[src/rtl/conv_pkg.sv]
// Shared constants and types for the 3x3 / 4x4 / 2x2 convolution sequencer.
package conv_pkg;

    // Kernel, input map and output map sizes
    localparam int K_TAPS  = 9;
    localparam int MAP_PIX = 16;
    localparam int OUT_PIX = 4;

    // Fetch counter width: holds the largest fetch count (MAP_PIX)
    localparam int CNT_W = 5;

    // Lane positions inside pe_result / res_data, each lane DATA_W bits wide
    localparam int LANE_11 = 0;
    localparam int LANE_12 = 1;
    localparam int LANE_21 = 2;
    localparam int LANE_22 = 3;

    // Sequencer state encoding
    typedef enum logic [2:0] {
        ST_IDLE    = 3'd0,
        ST_LOAD_W  = 3'd1,
        ST_LATCH_W = 3'd2,
        ST_LOAD_IN = 3'd3,
        ST_START   = 3'd4,
        ST_WAIT    = 3'd5,
        ST_OUT     = 3'd6
    } seq_state_t;

    // Saturating 16-bit increment, used by the optional cycle counter
    function automatic logic [15:0] sat_inc16(input logic [15:0] v);
        return (v == 16'hFFFF) ? v : v + 16'd1;
    endfunction

endpackage

[src/rtl/conv_fetch_seq.sv]
// Burst reader for the shared 1-cycle-latency memory. A start pulse loads the
// base address and word count; one read per cycle is issued from the next cycle
// on, and the matching staging write (index + enable) follows one cycle later.
// done pulses together with the last staging write.
module conv_fetch_seq
    import conv_pkg::*;
#(
    parameter int ADDR_W = 8
) (
    input  logic              clk,
    input  logic              rst,
    input  logic              start,
    input  logic [ADDR_W-1:0] base,
    input  logic [CNT_W-1:0]  count,
    output logic              mem_req,
    output logic [ADDR_W-1:0] mem_addr,
    output logic              we,
    output logic [3:0]        idx,
    output logic              done
);

    logic              active;
    logic [CNT_W-1:0]  cnt;
    logic [CNT_W-1:0]  count_q;
    logic [ADDR_W-1:0] base_q;
    logic              last;
    logic              we_p1;
    logic              last_p1;
    logic [3:0]        idx_p1;

    assign last     = active && (cnt == count_q - CNT_W'(1));
    assign mem_req  = active;
    assign mem_addr = active ? base_q + ADDR_W'(cnt) : '0;
    assign we       = we_p1;
    assign idx      = we_p1 ? idx_p1 : 4'd0;
    assign done     = we_p1 && last_p1;

    // Issue counter and the one-cycle-delayed write strobe
    always_ff @(posedge clk or negedge rst) begin
        if (!rst) begin
            active  <= 1'b0;
            cnt     <= '0;
            count_q <= '0;
            we_p1   <= 1'b0;
            last_p1 <= 1'b0;
            idx_p1  <= 4'd0;
        end else begin
            if (start) begin
                active  <= (count != '0);
                cnt     <= '0;
                count_q <= count;
            end else if (active) begin
                cnt <= cnt + CNT_W'(1);
                if (last) begin
                    active <= 1'b0;
                end
            end
            // read data returns one cycle after the request
            we_p1   <= active;
            last_p1 <= last;
            idx_p1  <= cnt[3:0];
        end
    end

    // Burst base address, captured with the start pulse
    always_ff @(posedge clk) begin
        if (start) begin
            base_q <= base;
        end
    end

endmodule

[src/rtl/conv_seq_ctrl.sv]
// Job sequencer for the convolution PE: fetches weights (optional) and map pixels
// into the PE staging registers, pulses weight_load/start, waits for done with a
// timeout, and hands the four results out on a valid/ready port.
// Optional build macro CONV_SEQ_CTRL_PERF_EN adds perf_cycles (accept-to-result
// latency, saturating at 0xFFFF).
module conv_seq_ctrl
    import conv_pkg::*;
#(
    parameter int DATA_W  = 8,
    parameter int ADDR_W  = 8,
    parameter int TIMEOUT = 64
) (
    input  logic                      clk,
    input  logic                      rst,
    input  logic                      cmd_valid,
    output logic                      cmd_ready,
    input  logic                      cmd_reload_w,
    input  logic [ADDR_W-1:0]         cmd_w_base,
    input  logic [ADDR_W-1:0]         cmd_in_base,
    output logic                      mem_req,
    output logic [ADDR_W-1:0]         mem_addr,
    input  logic [DATA_W-1:0]         mem_rdata,
    output logic                      stg_w_we,
    output logic                      stg_in_we,
    output logic [3:0]                stg_idx,
    output logic [DATA_W-1:0]         stg_data,
    output logic                      pe_weight_load,
    output logic                      pe_start,
    input  logic                      pe_done,
    input  logic [OUT_PIX*DATA_W-1:0] pe_result,
    output logic                      res_valid,
    input  logic                      res_ready,
    output logic [OUT_PIX*DATA_W-1:0] res_data,
    output logic                      busy,
    output logic                      err_timeout
`ifdef CONV_SEQ_CTRL_PERF_EN
    ,
    output logic [15:0]               perf_cycles
`endif
);

    localparam int WC_W = (TIMEOUT > 1) ? $clog2(TIMEOUT) : 1;
    localparam logic [WC_W-1:0] WAIT_LAST = WC_W'(TIMEOUT - 1);

    seq_state_t        state;
    seq_state_t        state_nxt;
    logic              accept;
    logic              f_start;
    logic [ADDR_W-1:0] f_base;
    logic [CNT_W-1:0]  f_count;
    logic              f_we;
    logic              f_done;
    logic [ADDR_W-1:0] in_base_p0;
    logic [WC_W-1:0]   wait_cnt;
    logic              wait_expire;

    assign accept      = (state == ST_IDLE) && cmd_valid;
    assign wait_expire = (state == ST_WAIT) && !pe_done && (wait_cnt == WAIT_LAST);

    // The fetch engine is kicked at accept (weights or map) and again from
    // LATCH_W for the map burst that follows a weight reload.
    assign f_start = accept || (state == ST_LATCH_W);
    assign f_base  = accept ? (cmd_reload_w ? cmd_w_base : cmd_in_base) : in_base_p0;
    assign f_count = (accept && cmd_reload_w) ? CNT_W'(K_TAPS) : CNT_W'(MAP_PIX);

    conv_fetch_seq #(
        .ADDR_W (ADDR_W)
    ) u_fetch (
        .clk      (clk),
        .rst      (rst),
        .start    (f_start),
        .base     (f_base),
        .count    (f_count),
        .mem_req  (mem_req),
        .mem_addr (mem_addr),
        .we       (f_we),
        .idx      (stg_idx),
        .done     (f_done)
    );

    assign stg_data = f_we ? mem_rdata : '0;

    // State register
    always_ff @(posedge clk or negedge rst) begin
        if (!rst) begin
            state <= ST_IDLE;
        end else begin
            state <= state_nxt;
        end
    end

    // Next-state decode and per-state strobes
    always_comb begin
        state_nxt      = state;
        cmd_ready      = 1'b0;
        busy           = 1'b1;
        pe_weight_load = 1'b0;
        pe_start       = 1'b0;
        res_valid      = 1'b0;
        stg_w_we       = 1'b0;
        stg_in_we      = 1'b0;
        case (state)
            ST_IDLE: begin
                cmd_ready = 1'b1;
                busy      = 1'b0;
                if (cmd_valid) begin
                    state_nxt = cmd_reload_w ? ST_LOAD_W : ST_LOAD_IN;
                end
            end
            ST_LOAD_W: begin
                stg_w_we = f_we;
                if (f_done) begin
                    state_nxt = ST_LATCH_W;
                end
            end
            ST_LATCH_W: begin
                pe_weight_load = 1'b1;
                state_nxt      = ST_LOAD_IN;
            end
            ST_LOAD_IN: begin
                stg_in_we = f_we;
                if (f_done) begin
                    state_nxt = ST_START;
                end
            end
            ST_START: begin
                pe_start  = 1'b1;
                state_nxt = ST_WAIT;
            end
            ST_WAIT: begin
                if (pe_done) begin
                    state_nxt = ST_OUT;
                end else if (wait_expire) begin
                    state_nxt = ST_IDLE;
                end
            end
            ST_OUT: begin
                res_valid = 1'b1;
                if (res_ready) begin
                    state_nxt = ST_IDLE;
                end
            end
            default: begin
                state_nxt = ST_IDLE;
            end
        endcase
    end

    // Map base is reused for the second burst of a reload job
    always_ff @(posedge clk) begin
        if (accept) begin
            in_base_p0 <= cmd_in_base;
        end
    end

    // WAIT dwell counter, cleared whenever the PE is not being waited on
    always_ff @(posedge clk or negedge rst) begin
        if (!rst) begin
            wait_cnt <= '0;
        end else if (state == ST_WAIT) begin
            wait_cnt <= wait_cnt + WC_W'(1);
        end else begin
            wait_cnt <= '0;
        end
    end

    // Result capture and sticky timeout flag
    always_ff @(posedge clk or negedge rst) begin
        if (!rst) begin
            res_data    <= '0;
            err_timeout <= 1'b0;
        end else begin
            if ((state == ST_WAIT) && pe_done) begin
                res_data <= pe_result;
            end
            if (accept) begin
                err_timeout <= 1'b0;
            end else if (wait_expire) begin
                err_timeout <= 1'b1;
            end
        end
    end

`ifdef CONV_SEQ_CTRL_PERF_EN
    logic [15:0] perf_cnt;

    // Accept-to-result latency; perf_cnt equals the cycle number within the job
    always_ff @(posedge clk or negedge rst) begin
        if (!rst) begin
            perf_cnt    <= 16'd0;
            perf_cycles <= 16'd0;
        end else begin
            if (accept) begin
                perf_cnt <= 16'd1;
            end else if (busy) begin
                perf_cnt <= sat_inc16(perf_cnt);
            end
            if ((state == ST_WAIT) && pe_done) begin
                perf_cycles <= sat_inc16(perf_cnt);
            end
        end
    end
`endif

endmodule

[config.mk]
export PLATFORM = sky130hd
export DESIGN_NAME = conv_seq_ctrl
export DESIGN_NICKNAME = d
export VERILOG_FILES = /design/src/rtl/conv_pkg.sv /design/src/rtl/conv_fetch_seq.sv /design/src/rtl/conv_seq_ctrl.sv
export SDC_FILE = /design/constraint.sdc
export NUM_CORES = 1
export LEC_CHECK = 0
export BUFFER_PORTS_ARGS = -buffer_cell sky130_fd_sc_hd__buf_4
export CORE_AREA = 2 2 104 106
export DETAILED_ROUTE_END_ITERATION = 10
export DIE_AREA = 0 0 106 108
export PLACE_DENSITY = 0.64
export SLEW_MARGIN = 20
export SYNTH_ARGS = -nofsm -noshare
export SYNTH_HDL_FRONTEND = slang
export SYNTH_SLANG_ARGS = --single-unit
export TNS_END_PERCENT = 30
[constraint.sdc]
create_clock -name clk -period 2.4 [get_ports clk]
set_input_delay 0.36 -clock clk [delete_from_list [all_inputs] [get_ports clk]]
set_output_delay 0.36 -clock clk [all_outputs]
set_load 0.005 [all_outputs]
==> reports/results.ini, run 1 <==
[drt]
drtIter0Drc=99
postRouteAntennaNets=0
vias=2596
drcViolationCount=0
avgRoutedWirePerCell_um=14.3
via_per_inst=4.80
route.final.wire_length_mm=7.76
drt_first_pass_iters=5

[hold_path]
hp-class=in -> async

[synthesis]
synth_area_um2=3510
syn_inst=271
yosysTopAreaCell=dfrtp_1
syn-num-nets=341
ys_seq_area_share_pct=53.5
synth_cell_types=52
synth_top_area_share_pct=39.9
synth_ff_type=dfrtp_1
synth-edff-count=16
ys_ff_latch=72
async_reset_ff_share_pct=77.8
yosys_warnings=0
synth_area_per_cell_um2=13.0
synth_area_leaders=dfrtp_1 (40%), edfxtp_1 (14%), mux2_4 (13%)

[grt]
grt_pass1_wl_mm=12.5
grt-ovfl-total=0
antenna_found_initial=0
grt_usage_pct=14.0
grt_max_degree=57
grt_pass1_vias=2477

[placement]
post_dp_cell_area_um2=4540
io_buffers=122
post-dp-hpwl_mm=5.48
place_congestion=0.827
post-place-ws_ps=242

[power]
fin_total_pwr_mw=5.65
powerDensity_nw_per_um2=1170
peakVddDrop_mv=0.452
power.leakage_nw=2.36

[setup_path]
criticalPathCategory=reg -> out
path_cells=buf_4 -> fa_2 -> a21o_1 -> a21oi_2 -> xor2_1 -> nor2_1 -> buf_4
crit_buf_inv=2
r2r_start=state[0]
end_kind=output port
slowest_delay_ps=420
rr_worst_depth=3
path_common_cell=buf_4
start_kind=register
ff2ff_setup_slack_ps=480
cp.arrival_ps=1990
crit_family=flip-flops
cp.required_ps=2040
cp_slowest_cell=edfxtp_1
cp_max_fo=2
r2r_end=u_fetch.base_q[0]

[sta]
tightest_slew_ps=704
drv_slew=0
fin_crit_sh_pct=98.0
hold_viol_final=0
slew_headroom_pct=53.1
tns_ps=0
setup_viol=0
fin_crit_ps=2350
rsz0062_at_grt=true
finClkSkew_ps=8.77
setup_slack_ps=48.5
fmax_mhz=425

[cells_and_area]
post-route-util_pct=47.4
layout_common_cells=buf_4 (129), dfrtp_1 (54), mux2_4 (31), nor2_1 (28), edfxtp_1 (16)
drive_gt1_share_pct=47.9
area_delta_synth_final_pct=37.9
fin_nets=470
layout_commonest_cell=buf_4
finalInstanceArea_um2=4850
n_fill_cell=938
insertedDiodeCount=0

[floorplan]
die_h_um=108
initial_core_util_pct=34.4
fp.dieW_um=106
io_pins=123
die_area_um2=11400
rows=37
core_area_um2=10200

[clocking]
cts_hold_buffers=0
root_buffer=clkbuf_8
clockBufferDepth=2
clock_latency_ps=350
path_clk_slew_ps=80
cts_tree=built
cts.sinks=72
cts_made_buffers=9
htreeDepth=3

[status]
status=completed

[job]
cap_violations=0

[flip-flops by register name, summed over array words and instances, names as in the netlist]
register	cells
res_data	32
in_base_p0	8
u_fetch.base_q	8
wait_cnt	6
u_fetch.cnt	5
u_fetch.idx_p1	4
state	3
u_fetch.count_q	2
err_timeout	1
u_fetch.last_p1	1
u_fetch.mem_req	1
u_fetch.we	1
[area by class of cell]
type | count | area, µm² | share of cell area (%)
clock buffer | 10 | 128 | 2.63
clock inverter | 6 | 91.3 | 1.88
sequential | 72 | 1880 | 38.9
inverter | 6 | 22.5 | 0.465
multi-input combinational | 180 | 1550 | 32.0
tap | 136 | 170 | 3.51
timing repair buffer | 131 | 1000 | 20.6
[worst register-to-register path, cell delays in order (launching register included)]
cell and delay (ps):
dfrtp_1 550, nor3_2 310, and2_1 180, or2_1 520
[through the flow]
| step | instances | hold slack [ps] |
|---|---|---|
| after floorplan | 271 | 64.4 |
| after global placement | 521 | 455 |
| after detailed placement | 521 | 461 |
| after CTS | 540 | 78.5 |
| after global routing | 541 | 99.6 |
| final | 541 | 58.2 |
[worst max-delay path by stage]
stage	from	to	slack (ps)	depth (start not counted)
6_report	u_fetch.base_q[1]	mem_addr[4]	50	7
5_1_grt	u_fetch.cnt[0]	mem_addr[4]	-70	7
4_1_cts	u_fetch.cnt[2]	mem_addr[7]	0.5	5
3_5_place_dp	u_fetch.base_q[0]	mem_addr[6]	240	7
3_3_place_gp	u_fetch.base_q[0]	mem_addr[6]	260	7
2_1_floorplan	u_fetch.cnt[0]	mem_addr[6]	360	6
[report_power, final]
group / switching, mW / internal (mW) / leakage [nW]
registers: 0.333 / 1.74 / 0.844
clock network: 0.458 / 0.591 / 0.111
logic: 0.993 / 1.54 / 1.41
[kinds of logic after synthesis]
group	count (synthesis)	share of synthesized area (%)
and+or+nand+nor	82	13.1
DFF	72	53.5
muxes	43	16.7
AOI/OAI and AO/OA	35	6.69
buffers and inverters	19	3.88
xor gates and xnor gates	12	2.99
adders and majority gates	8	3.06
[cells in the mapped netlist, types with 2 or more instances]
cell type / number
a21o_1: 3
a21oi_1: 12
a31oi_1: 3
and2_1: 15
and3_1: 3
buf_12: 3
buf_2: 4
clkbuf_1: 3
dfrtp_1: 56
edfxtp_1: 16
ha_1: 7
inv_1: 6
mux2_2: 2
mux2_4: 31
mux2i_1: 10
nand2_1: 9
nand2b_1: 2
nand3_1: 3
nand4_1: 3
nand4b_1: 2
nor2_1: 28
nor3_1: 3
nor3b_1: 2
o2111ai_1: 2
o21a_1: 3
o21ai_0: 2
or2_1: 3
xnor2_1: 6
xor2_1: 6
[timing repair]
action                     in CTS  in global routing
pin swaps                       1                  6
cloned                          0                  0
setup endpoints to repair       4                  5
resized for setup               8                  5
buffers inserted                3                  1
[per-layer routing]
layer / track usage [%] / wire length (µm) / vias to the layer above
met4: 5.45 / 139 / 0
met3: 3.32 / 450 / 15
li1: - / - / 1225
met5: 0 / 0 / -
met2: 21.7 / 3650 / 106
met1: 19.3 / 3510 / 1250
Note: power is estimated with default switching activity, not from simulation.
==> run 2, diff against run 1 <==
--- a/config.mk
+++ b/config.mk
@@ -9,6 +9,7 @@
 export CORE_AREA = 2 2 104 106
 export DETAILED_ROUTE_END_ITERATION = 10
 export DIE_AREA = 0 0 106 108
+export GPL_TIMING_DRIVEN = 0
 export PLACE_DENSITY = 0.64
 export SLEW_MARGIN = 20
 export SYNTH_ARGS = -nofsm -noshare
==> reports/results.ini, run 2 (same netlist as run 1, synthesis figures left out) <==
[floorplan]
die_area_um2=11400
initial_core_util_pct=34.4
die_h_um=108
io_pins=123
fp.dieW_um=106
core_area_um2=10200
rows=37

[hold_path]
hp-class=in -> async

[drt]
via_per_inst=4.69
postRouteAntennaNets=0
avgRoutedWirePerCell_um=14.5
drcViolationCount=0
drtIter0Drc=98
drt_first_pass_iters=4
vias=2565
route.final.wire_length_mm=7.91

[cells_and_area]
drive_gt1_share_pct=47.2
n_fill_cell=949
insertedDiodeCount=0
post-route-util_pct=47.8
layout_commonest_cell=buf_4
layout_common_cells=buf_4 (125), dfrtp_1 (54), mux2_4 (31), nor2_1 (28), edfxtp_1 (16)
fin_nets=476
largest_reg_flops=32
top_register=res_data
area_delta_synth_final_pct=39.0
reg.largest.list=res_data x32, in_base_p0 x8, u_fetch.base_q x8

[sta]
fin_crit_ps=2390
fmax_mhz=418
rsz0062_at_grt=true
fin_crit_sh_pct=99.6
drv_slew=0
setup_viol=0
finClkSkew_ps=10.4
tightest_slew_ps=710
hold_viol_final=0
slew_headroom_pct=52.7
tns_ps=0

[setup_path]
end_kind=output port
cp.required_ps=2040
start_kind=register
cp.arrival_ps=2030
criticalPathCategory=reg -> out
cp_max_fo=2
rr_worst_depth=6

[placement]
io_buffers=121
place_congestion=0.794
post-dp-hpwl_mm=5.62

[grt]
grt_pass1_vias=2514
grt-ovfl-total=0
grt_max_degree=57
antenna_found_initial=0
grt_usage_pct=13.7
grt_pass1_wl_mm=12.3

[clocking]
clock_latency_ps=350
cts_tree=built
cts_made_buffers=9
path_clk_slew_ps=80
cts.sinks=72
cts_hold_buffers=0
root_buffer=clkbuf_8
htreeDepth=3
clockBufferDepth=2

[job]
cap_violations=0

[power]
peakVddDrop_mv=0.413
powerDensity_nw_per_um2=1160
power.leakage_nw=2.39

[status]
status=completed

run 2: cell types whose count changed in the layout (fill, tap and decap cells not counted), sizes merged:
cell | before | now
clkinv | 3 | 1
clkinvlp | 0 | 1
clkbuf | 10 | 13
inv | 7 | 8
buf | 131 | 134
run 2: what timing repair did:
action,in CTS,in global routing
buffers inserted,3,0
pin swaps,2,7
gates resized for setup,7,5
endpoints found under the setup margin,5,3
run 2: metal layers:
metal	vias to the layer above	part of all wire, %	global-route usage [%]	wire length [µm]
met5	-	0	0	0
li1	1229	-	-	-
met1	1233	46	17.8	3600
met3	9	6.0	3.86	472
met4	0	1.3	4.42	99
met2	94	47	22.2	3730
run 2: critical path, stage by stage, from the launching register on:
cell	delay (ps)
dfrtp_2	420
ha_2	190
fa_2	350
a21o_1	210
a21boi_2	170
nor3_1	60
o21a_1	170
buf_4	130
run 2: cell type report:
cell class              count  area (µm²)  area share [%]
multi-input cells         180        1550            31.6
well taps                 136         170            3.48
repair buffers            124         931            19.1
plain buffers              13         114            2.33
clock buffers              10         128            2.61
clock inverters             6        91.3            1.87
inverters                   6        22.5           0.461
flip-flops and latches     72        1880            38.6
run 2: metrics by stage:
step                      total power, mW  worst slack, ps  std cells  hold slack (ps)  cell area [µm²]
after detailed placement             4.50              104        528              462             4590
after global placement               4.43              152        528              455             4590
after CTS                            5.67            -11.9        547             73.6             4850
final                                5.67             8.74        547             60.5             4890
after floorplan                      3.33              356        271             64.4             3510
after global routing                 6.04            -93.0        547              104             4890
run 2: report_power, final:
part           internal, mW  switching (mW)  leakage, nW  total, mW
Clock                 0.592           0.477        0.107       1.07
Sequential             1.74           0.298        0.844       2.04
Combinational          1.53            1.03         1.43       2.56
Total                  3.86            1.81         2.39       5.67
run 2: worst paths after layout:
check                                from  slack, ps                 to
min reg2reg                   wait_cnt[0]        500        wait_cnt[0]
max reg2reg                      state[2]        490  u_fetch.base_q[1]
min                                   rst         60       res_data[16]
max                        u_fetch.cnt[0]          9        mem_addr[6]
min in group clk           cmd_in_base[1]        190      in_base_p0[1]
max in group asynchronous             rst       1820     u_fetch.cnt[1]
==> run 3, diff against run 2 <==
--- a/config.mk
+++ b/config.mk
@@ -6,11 +6,13 @@
 export NUM_CORES = 1
 export LEC_CHECK = 0
 export BUFFER_PORTS_ARGS = -buffer_cell sky130_fd_sc_hd__buf_4
-export CORE_AREA = 2 2 104 106
+export CELL_PAD_IN_SITES_DETAIL_PLACEMENT = 0
+export CELL_PAD_IN_SITES_GLOBAL_PLACEMENT = 1
+export CORE_AREA = 2 2 98 100
 export DETAILED_ROUTE_END_ITERATION = 10
-export DIE_AREA = 0 0 106 108
+export DIE_AREA = 0 0 100 102
 export GPL_TIMING_DRIVEN = 0
-export PLACE_DENSITY = 0.64
+export PLACE_DENSITY = 0.85
 export SLEW_MARGIN = 20
 export SYNTH_ARGS = -nofsm -noshare
 export SYNTH_HDL_FRONTEND = slang
==> reports/results.ini, run 3 (same netlist as run 1, synthesis figures left out) <==
[power]
peakVddDrop_mv=0.549
power_frac_comb_pct=45.8
p_int_mw=3.87
switchingPower_mw=1.77
powerDensity_nw_per_um2=1160
swShare_pct=31.4
seqPwrFrac_pct=36.0
pwr-share-clk_pct=18.2
power.leakage_nw=2.40

[floorplan]
rows=35
io_pins=123
die_h_um=102
die_area_um2=10200
fp.dieW_um=100
initial_core_util_pct=38.6
core_area_um2=9110

[cells_and_area]
seq_area_um2=1890
insertedDiodeCount=0
layout_commonest_cell=buf_4
largest_reg_flops=32
fin_nets=478
top_register=res_data
reg.largest.list=res_data x32, in_base_p0 x8, u_fetch.base_q x8
drive_gt1_share_pct=47.7
area_delta_synth_final_pct=38.4
finalInstanceArea_um2=4870
n_fill_cell=771
multi_input_area_um2=1550
layout_common_cells=buf_4 (127), dfrtp_1 (53), mux2_4 (31), nor2_1 (28), edfxtp_1 (16)

[drt]
avgRoutedWirePerCell_um=15.2
route.final.wire_length_mm=7.96
drt-met1-wl_mm=3.60
via_per_inst=4.90
postRouteAntennaNets=0
drt_first_pass_iters=4
met2_length_mm=3.69
drcViolationCount=0
dr_wl_met3_um=584
top_layer=met4
drtIter0Drc=64
vias=2570

[hold_path]
hp-class=in -> async

[clocking]
clock_latency_ps=330
cts_made_buffers=9
root_buffer=clkbuf_8
clockBufferDepth=2
cts.sinks=72
cts_tree=built
htreeDepth=3
path_clk_slew_ps=80

[setup_path]
end_kind=output port
r2r_start=state[2]
criticalPathCategory=reg -> out
rr_worst_depth=6
r2r_end=u_fetch.base_q[6]
cp.required_ps=2040
cp_max_fo=2
cp.arrival_ps=2040
ff2ff_setup_slack_ps=530
start_kind=register

[sta]
tightest_slew_ps=707
slew_headroom_pct=52.9
finClkSkew_ps=10.1
fin_hold_ws_ps=57.9
drv_slew=0
fin_crit_ps=2400
fin_crit_sh_pct=99.9
hold_viol_final=0
fmax_mhz=417
setup_viol=0
rsz0062_at_grt=true

[job]
cap_violations=0

[grt]
antenna_found_initial=0
grt-ovfl-total=0
grt_pass1_wl_mm=12.7
grt_pass1_vias=2597
grt_max_degree=57
grt_usage_pct=15.8

[placement]
post-dp-hpwl_mm=5.70
post_dp_cell_area_um2=4560
io_buffers=121
place_congestion=0.825

[status]
status=completed

-- run 3: area by class of cell --
| cell class | count | share of cell area (%) |
|---|---|---|
| clock inverter | 6 | 1.72 |
| inverter | 6 | 0.463 |
| multi-input combinational | 180 | 31.8 |
| buffer | 13 | 2.34 |
| tap | 111 | 2.85 |
| sequential | 72 | 38.8 |
| clock buffer | 10 | 2.62 |
| timing repair buffer | 126 | 19.4 |
-- run 3: what timing repair did --
item	CTS	global route
pin swaps	4	2
setup buffers	5	0
hold buffers	0	0
resized for setup	11	2
gates cloned	0	0
endpoints found under the setup margin	5	3
-- run 3: per-layer routing --
metal  vias to the layer above  track usage [%]
met1                      1202             20.6
met4                         0             5.16
met3                        10             3.42
li1                       1236                -
met2                       122             26.5
met5                         -                0
-- run 3: worst max-delay path by stage --
stage                        to  cells after the start  slack, ps            from
floorplan           mem_addr[6]                      6        360  u_fetch.cnt[0]
global placement    mem_addr[6]                      7         90  u_fetch.cnt[0]
detailed placement  mem_addr[6]                      7         50  u_fetch.cnt[0]
CTS                 mem_addr[6]                      7       -0.4  u_fetch.cnt[0]
global route        mem_addr[6]                      7        -90  u_fetch.cnt[0]
finish              mem_addr[6]                      7          3  u_fetch.cnt[0]
-- run 3: power groups by stage --
stage,logic [mW],registers (mW),clock network [mW]
floorplan,1.31,2.02,0
global placement,2.40,2.03,0
global route,2.83,2.09,1.11
finish,2.58,2.03,1.03
detailed placement,2.42,2.06,0
CTS,2.59,2.02,1.06
-- run 3: worst max-delay path, cell delays in order (launching register included) --
cell and delay, ps:
dfrtp_2 430, ha_4 170, fa_2 360, a21o_1 200
a21boi_2 170, nor3_1 60, o21a_1 180, buf_4 130
-- run 3: stage by stage --
step | TNS, ps | power, mW | cells | utilization (%) | setup slack (ps)
6_report | 0 | 5.63 | 524 | 53.4 | 3.46
5_1_grt | -190 | 6.03 | 524 | 53.4 | -93.4
4_1_cts | -0.385 | 5.67 | 524 | 53.3 | -0.385
3_5_place_dp | 0 | 4.48 | 503 | 50.1 | 50.9
3_3_place_gp | 0 | 4.43 | 503 | 50.1 | 91.1
2_1_floorplan | 0 | 3.33 | 271 | - | 356
